<file path="src/rtl/paralelo_serial_pkg.sv">
// Shared symbols and state encoding for the serial link (transmitter and receiver).
// Bit order is selected elsewhere by PS_LSB_FIRST_EN; nothing here depends on it.
package paralelo_serial_pkg;

    localparam int unsigned PS_WORD_BITS = 8;

    localparam logic [PS_WORD_BITS-1:0] COM_SYM  = 8'hBC;
    localparam logic [PS_WORD_BITS-1:0] IDLE_SYM = 8'h7C;

    typedef enum logic {
        ST_SYNC   = 1'b0,
        ST_ACTIVE = 1'b1
    } ps_state_t;

    // Word placed in the shift register at a word boundary.
    function automatic logic [PS_WORD_BITS-1:0] ps_select_word(
        input ps_state_t                 state,
        input logic                      valid,
        input logic [PS_WORD_BITS-1:0]   data
    );
        logic [PS_WORD_BITS-1:0] word;
        word = COM_SYM;
        if (state == ST_ACTIVE) begin
            word = valid ? data : IDLE_SYM;
        end
        return word;
    endfunction

endpackage

</file>
<file path="src/rtl/paralelo_serial_bit_cnt.sv">
// 3-bit word-phase counter: resets to 7 so the first edge after reset is a word
// boundary; wrap flags the boundary cycle (count == 7).
module ps_bit_cnt (
    input  logic clk32f,
    input  logic reset,
    output logic wrap
);

    logic [2:0] bit_cnt_reg;

    always_ff @(posedge clk32f) begin
        if (reset) begin
            bit_cnt_reg <= 3'd7;
        end else begin
            bit_cnt_reg <= bit_cnt_reg + 3'd1;
        end
    end

    assign wrap = (bit_cnt_reg == 3'd7);

endmodule

</file>
<file path="src/rtl/paralelo_serial.sv">
// Parallel-to-serial transmitter: SYNC_WORDS COM symbols after reset, then user bytes
// or IDLE, one word per 8 clk32f cycles. Define PS_LSB_FIRST_EN for LSB-first order.
module paralelo_serial
    import paralelo_serial_pkg::*;
#(
    parameter int unsigned SYNC_WORDS = 4
) (
    input  logic       clk32f,
    input  logic       reset,
    input  logic [7:0] data_in,
    input  logic       valid_in,
    output logic       load,
    output logic       data_out,
    output logic       active
);

    localparam logic [3:0] SYNC_LAST = 4'(SYNC_WORDS - 1);

    ps_state_t  state_reg, state_next;
    logic [3:0] sync_cnt_reg, sync_cnt_next;
    logic [7:0] shreg_reg, shreg_next;
    logic [7:0] shift_word;
    logic       wrap;

    ps_bit_cnt u_bit_cnt (
        .clk32f (clk32f),
        .reset  (reset),
        .wrap   (wrap)
    );

    // Shift network: the vacated end fills with zero so a truncated word never leaks.
    genvar gi;
`ifdef PS_LSB_FIRST_EN
    localparam int unsigned OUT_BIT = 0;
    for (gi = 0; gi < 7; gi++) begin : g_shift_right
        assign shift_word[gi] = shreg_reg[gi+1];
    end
    assign shift_word[7] = 1'b0;
`else
    localparam int unsigned OUT_BIT = 7;
    for (gi = 1; gi < 8; gi++) begin : g_shift_left
        assign shift_word[gi] = shreg_reg[gi-1];
    end
    assign shift_word[0] = 1'b0;
`endif

    always_ff @(posedge clk32f) begin
        if (reset) begin
            state_reg    <= ST_SYNC;
            sync_cnt_reg <= 4'd0;
            shreg_reg    <= 8'h00;
        end else begin
            state_reg    <= state_next;
            sync_cnt_reg <= sync_cnt_next;
            shreg_reg    <= shreg_next;
        end
    end

    always_comb begin
        state_next    = state_reg;
        sync_cnt_next = sync_cnt_reg;
        shreg_next    = shift_word;
        if (wrap) begin
            shreg_next = ps_select_word(state_reg, valid_in, data_in);
            if (state_reg == ST_SYNC) begin
                sync_cnt_next = sync_cnt_reg + 4'd1;
                // Leaving SYNC on the edge that loads the last COM.
                if (sync_cnt_reg == SYNC_LAST) begin
                    state_next = ST_ACTIVE;
                end
            end
        end
    end

    assign active   = (state_reg == ST_ACTIVE);
    assign load     = active & wrap;
    assign data_out = shreg_reg[OUT_BIT];

endmodule
</file>
<file path="config.mk">
export PLATFORM = sky130hd
export DESIGN_NAME = paralelo_serial
export DESIGN_NICKNAME = d
export VERILOG_FILES = /design/src/rtl/paralelo_serial_pkg.sv /design/src/rtl/paralelo_serial_bit_cnt.sv /design/src/rtl/paralelo_serial.sv
export SDC_FILE = /design/constraint.sdc
export NUM_CORES = 1
export LEC_CHECK = 0
export BUFFER_PORTS_ARGS = -buffer_cell sky130_fd_sc_hd__buf_2
export CAP_MARGIN = 0
export CORE_AREA = 2 2 39 41
export DETAILED_ROUTE_END_ITERATION = 8
export DIE_AREA = 0 0 41 43
export GPL_TIMING_DRIVEN = 0
export PLACE_DENSITY = 0.83
export RECOVER_POWER = 25
export SLEW_MARGIN = 0
export SYNTH_ARGS = -nofsm -noshare
export SYNTH_HDL_FRONTEND = slang
export SYNTH_SLANG_ARGS = --single-unit
</file>
<file path="constraint.sdc">
create_clock -name clk32f -period 2.2 [get_ports clk32f]
set_input_delay 0.33 -clock clk32f [delete_from_list [all_inputs] [get_ports clk32f]]
set_output_delay 0.33 -clock clk32f [all_outputs]
set_load 0.02 [all_outputs]
</file>
==> out/results.tsv <==
stage	metric	value	unit
grt	antenna_found_initial	0	
yosys	avgSynthCellArea	9.574	um2
grt	grt.total_usage	15.57	%
route	vias	497	
sta	worstMarginPinSlew	0.4372	ns
grt	grt-ovfl-total	0	
floorplan	placementRows	14	
clocking	cts_hold_buf	0	
route	met1_length	492	um
clocking	cts_buffers	3	
critical_path	crit_path_max_fanout	9	
floorplan	io_pins	14	
cells_and_area	drive_above_1_share	26.51	%
status	status	complete, no violations	
yosys	synth_nets	80	
floorplan	initial_core_util	45.66	%
floorplan	core_area	1384	um2
grt	grt_max_degree	11	
power	powerDensity	838.6	nW/um2
grt	first_global_vias	475	
critical_path	critical_path_required	1.87	ns
sta	skew	0.002823	ns
yosys	synth.ff_latch_count	16	
critical_path	startpoint	u_bit_cnt.bit_cnt_reg[0]	
grt	grt_pass1_wl	1.821	mm
route	drt-total-wl	1.086	mm
sta	max_freq	0.5497	GHz
sta	timing.final.crit_share	82.69	%
critical_path	reg2reg_slack	0.65	ns
sta	setup_viol	0	
yosys	ys_top_cells_by_area	dfxtp_1 (51%), nor2_1 (8.9%), a211oi_1 (5.9%)	
floorplan	die_y	43	um
place	dp_hpwl	785.5	um
clocking	cts.sinks	16	
yosys	synth.cell_area	631.9	um2
route	firstDrtPassIters	2	
floorplan	die_area	1763	um2
critical_path	end_kind	primary output	
route	vias_per_cell	5.020	
critical_path	cp_cell_sequence	ha_1 -> ha_1 -> buf_4 -> and2_1 -> buf_2	
yosys	ys_seq_area_share	50.69	%
power	vdd_drop_max	0.3535	mV
yosys	synth_top_cell_area_share	50.69	%
yosys	synth_warnings	0	
critical_path	crit_top_cell	ha_1	
clocking	clock_latency	0.29	ns
yosys	synth_edf_count	0	
clocking	cts-resized-gates	0	
sta	hold_slack	0.2795	ns
clocking	cts_setup_buffers	0	
cells_and_area	largest_reg_flops	8	
critical_path	crit_family	adder cells	
cells_and_area	stdcell_area	752.0	um2
yosys	ys_types	24	
sta	max_slew_margin	70.85	%
place	placed_area	716.9	um2
sta	rsz0062_at_grt	false	
route	ant_nets	0	
yosys	synthArstFlopShare	0	%
critical_path	cp.arrival	1.49	ns
route	wl_met2	500	um
sta	drv_slew	0	
min_path	hold_path_class	in -> reg	
floorplan	die_w	41	um
place	gp_congestion	0.6417	
critical_path	cp_num_buf_inv	2	
yosys	netlist_instances	66	
cells_and_area	fillers	128	
critical_path	worst_setup_path_start_kind	flop	
critical_path	critical-path-max-stage-delay	0.33	ns
sta	hold_viol	0	
clocking	clock-root-buffer	clkbuf_4	
yosys	yosysMostFrequentCell	dfxtp_1	
route	highest_layer	met4	
job	maxCapViolations	0	
route	drc	0	
cells_and_area	antennaDiodeCount	0	
power	power_leakage	0.0003279	uW
clocking	clk_path_buf_depth	2	
route	drt-wirelength-per-cell	10.97	um
cells_and_area	fin_util	54.34	%
cells_and_area	area_growth	19.01	%
place	numPortBuffers	13	
cells_and_area	nets	98	
clocking	htree_levels	1	
critical_path	reg2reg_from	u_bit_cnt.bit_cnt_reg[0]	
critical_path	crit_path_top_delay_cell	dfxtp_1	
route	drt-initial-drc-count	2	
sta	timing.setup.tns	0	ns
clocking	cts_tree	yes	
clocking	clk_pin_slew_worst_paths	0.09	ns
min_path	hp-start	data_in[0]	
critical_path	crit_type	reg -> out	
yosys	synth_ff_type	dfxtp_1	
route	wl_met3	57	um
sta	min_period	1.819	ns
yosys	yosysTopAreaCell	dfxtp_1	
yosys	synth.top_cells.by_count	dfxtp_1 (16), nor2_1 (15), a211oi_1 (5)	
-- power by group --
group	switching (uW)	internal, uW	total [uW]
Combinational	55.1	52.8	108
Sequential	13.0	319	332
Clock	90.2	101	191
-- per-stage QoR --
step                      std cells  setup slack, ns  total power, uW
after floorplan                  66           0.7343            415.6
after detailed placement         95           0.6559            447.9
after CTS                        99           0.3692            639.9
after global placement           95           0.6956            441.3
after global routing             99           0.3133            667.7
final                            99           0.3807            630.6
-- worst paths after layout --
check,to,cells after the start
worst max-delay path,load,5
worst min-delay path,shreg_reg[0],3
worst max register to register,sync_cnt_reg[3],6
worst min register to register,u_bit_cnt.bit_cnt_reg[0],1
-- worst min-delay path, cell delays in order --
cell and delay (ns):
buf_2 0.10, nand2_1 0.06, nor3_1 0.04
-- cell type report --
type	count	area, um2	area share [%]
multi-input cells	46	291.5	38.77
flip-flops and latches	16	320.3	42.60
inverters	1	3.754	0.4992
repair buffers	13	63.81	8.486
well taps	16	20.02	2.662
clock buffers	4	36.28	4.825
plain buffers	3	16.27	2.163
-- routing by layer --
metal	up-vias	track usage, %
met3	5	3.141
met5	-	0
met1	223	18.42
met4	0	12.00
met2	14	23.13
li1	255	-
-- layout by cell type (no fill, tap or decap) --
cell type	count
nor3_1	1
nand4_1	2
nor2_1	15
ha_1	3
xor2_1	1
clkbuf_4	3
nor2b_4	1
a21oi_1	2
inv_1	1
buf_2	13
or2_2	2
a31oi_1	1
mux2i_1	1
dfxtp_1	16
nor2b_1	1
clkbuf_8	1
and2_1	1
o211ai_1	1
mux2_4	1
xnor2_1	1
buf_4	1
a211oi_1	5
nand3b_1	1
nand2_1	3
clkbuf_1	2
nand2b_1	3
-- cell families after synthesis --
group	count (synthesis)	share of synthesized area, %
adder cells (fa/ha/maj)	3	5.941
flip-flops	16	50.69
AO/OA/AOI/OAI	9	9.705
XOR/XNOR	2	2.773
buffers and inverters	4	3.167
AND/OR/NAND/NOR	30	23.76
multiplexers	2	3.960
(Power assumes the default switching activity.)
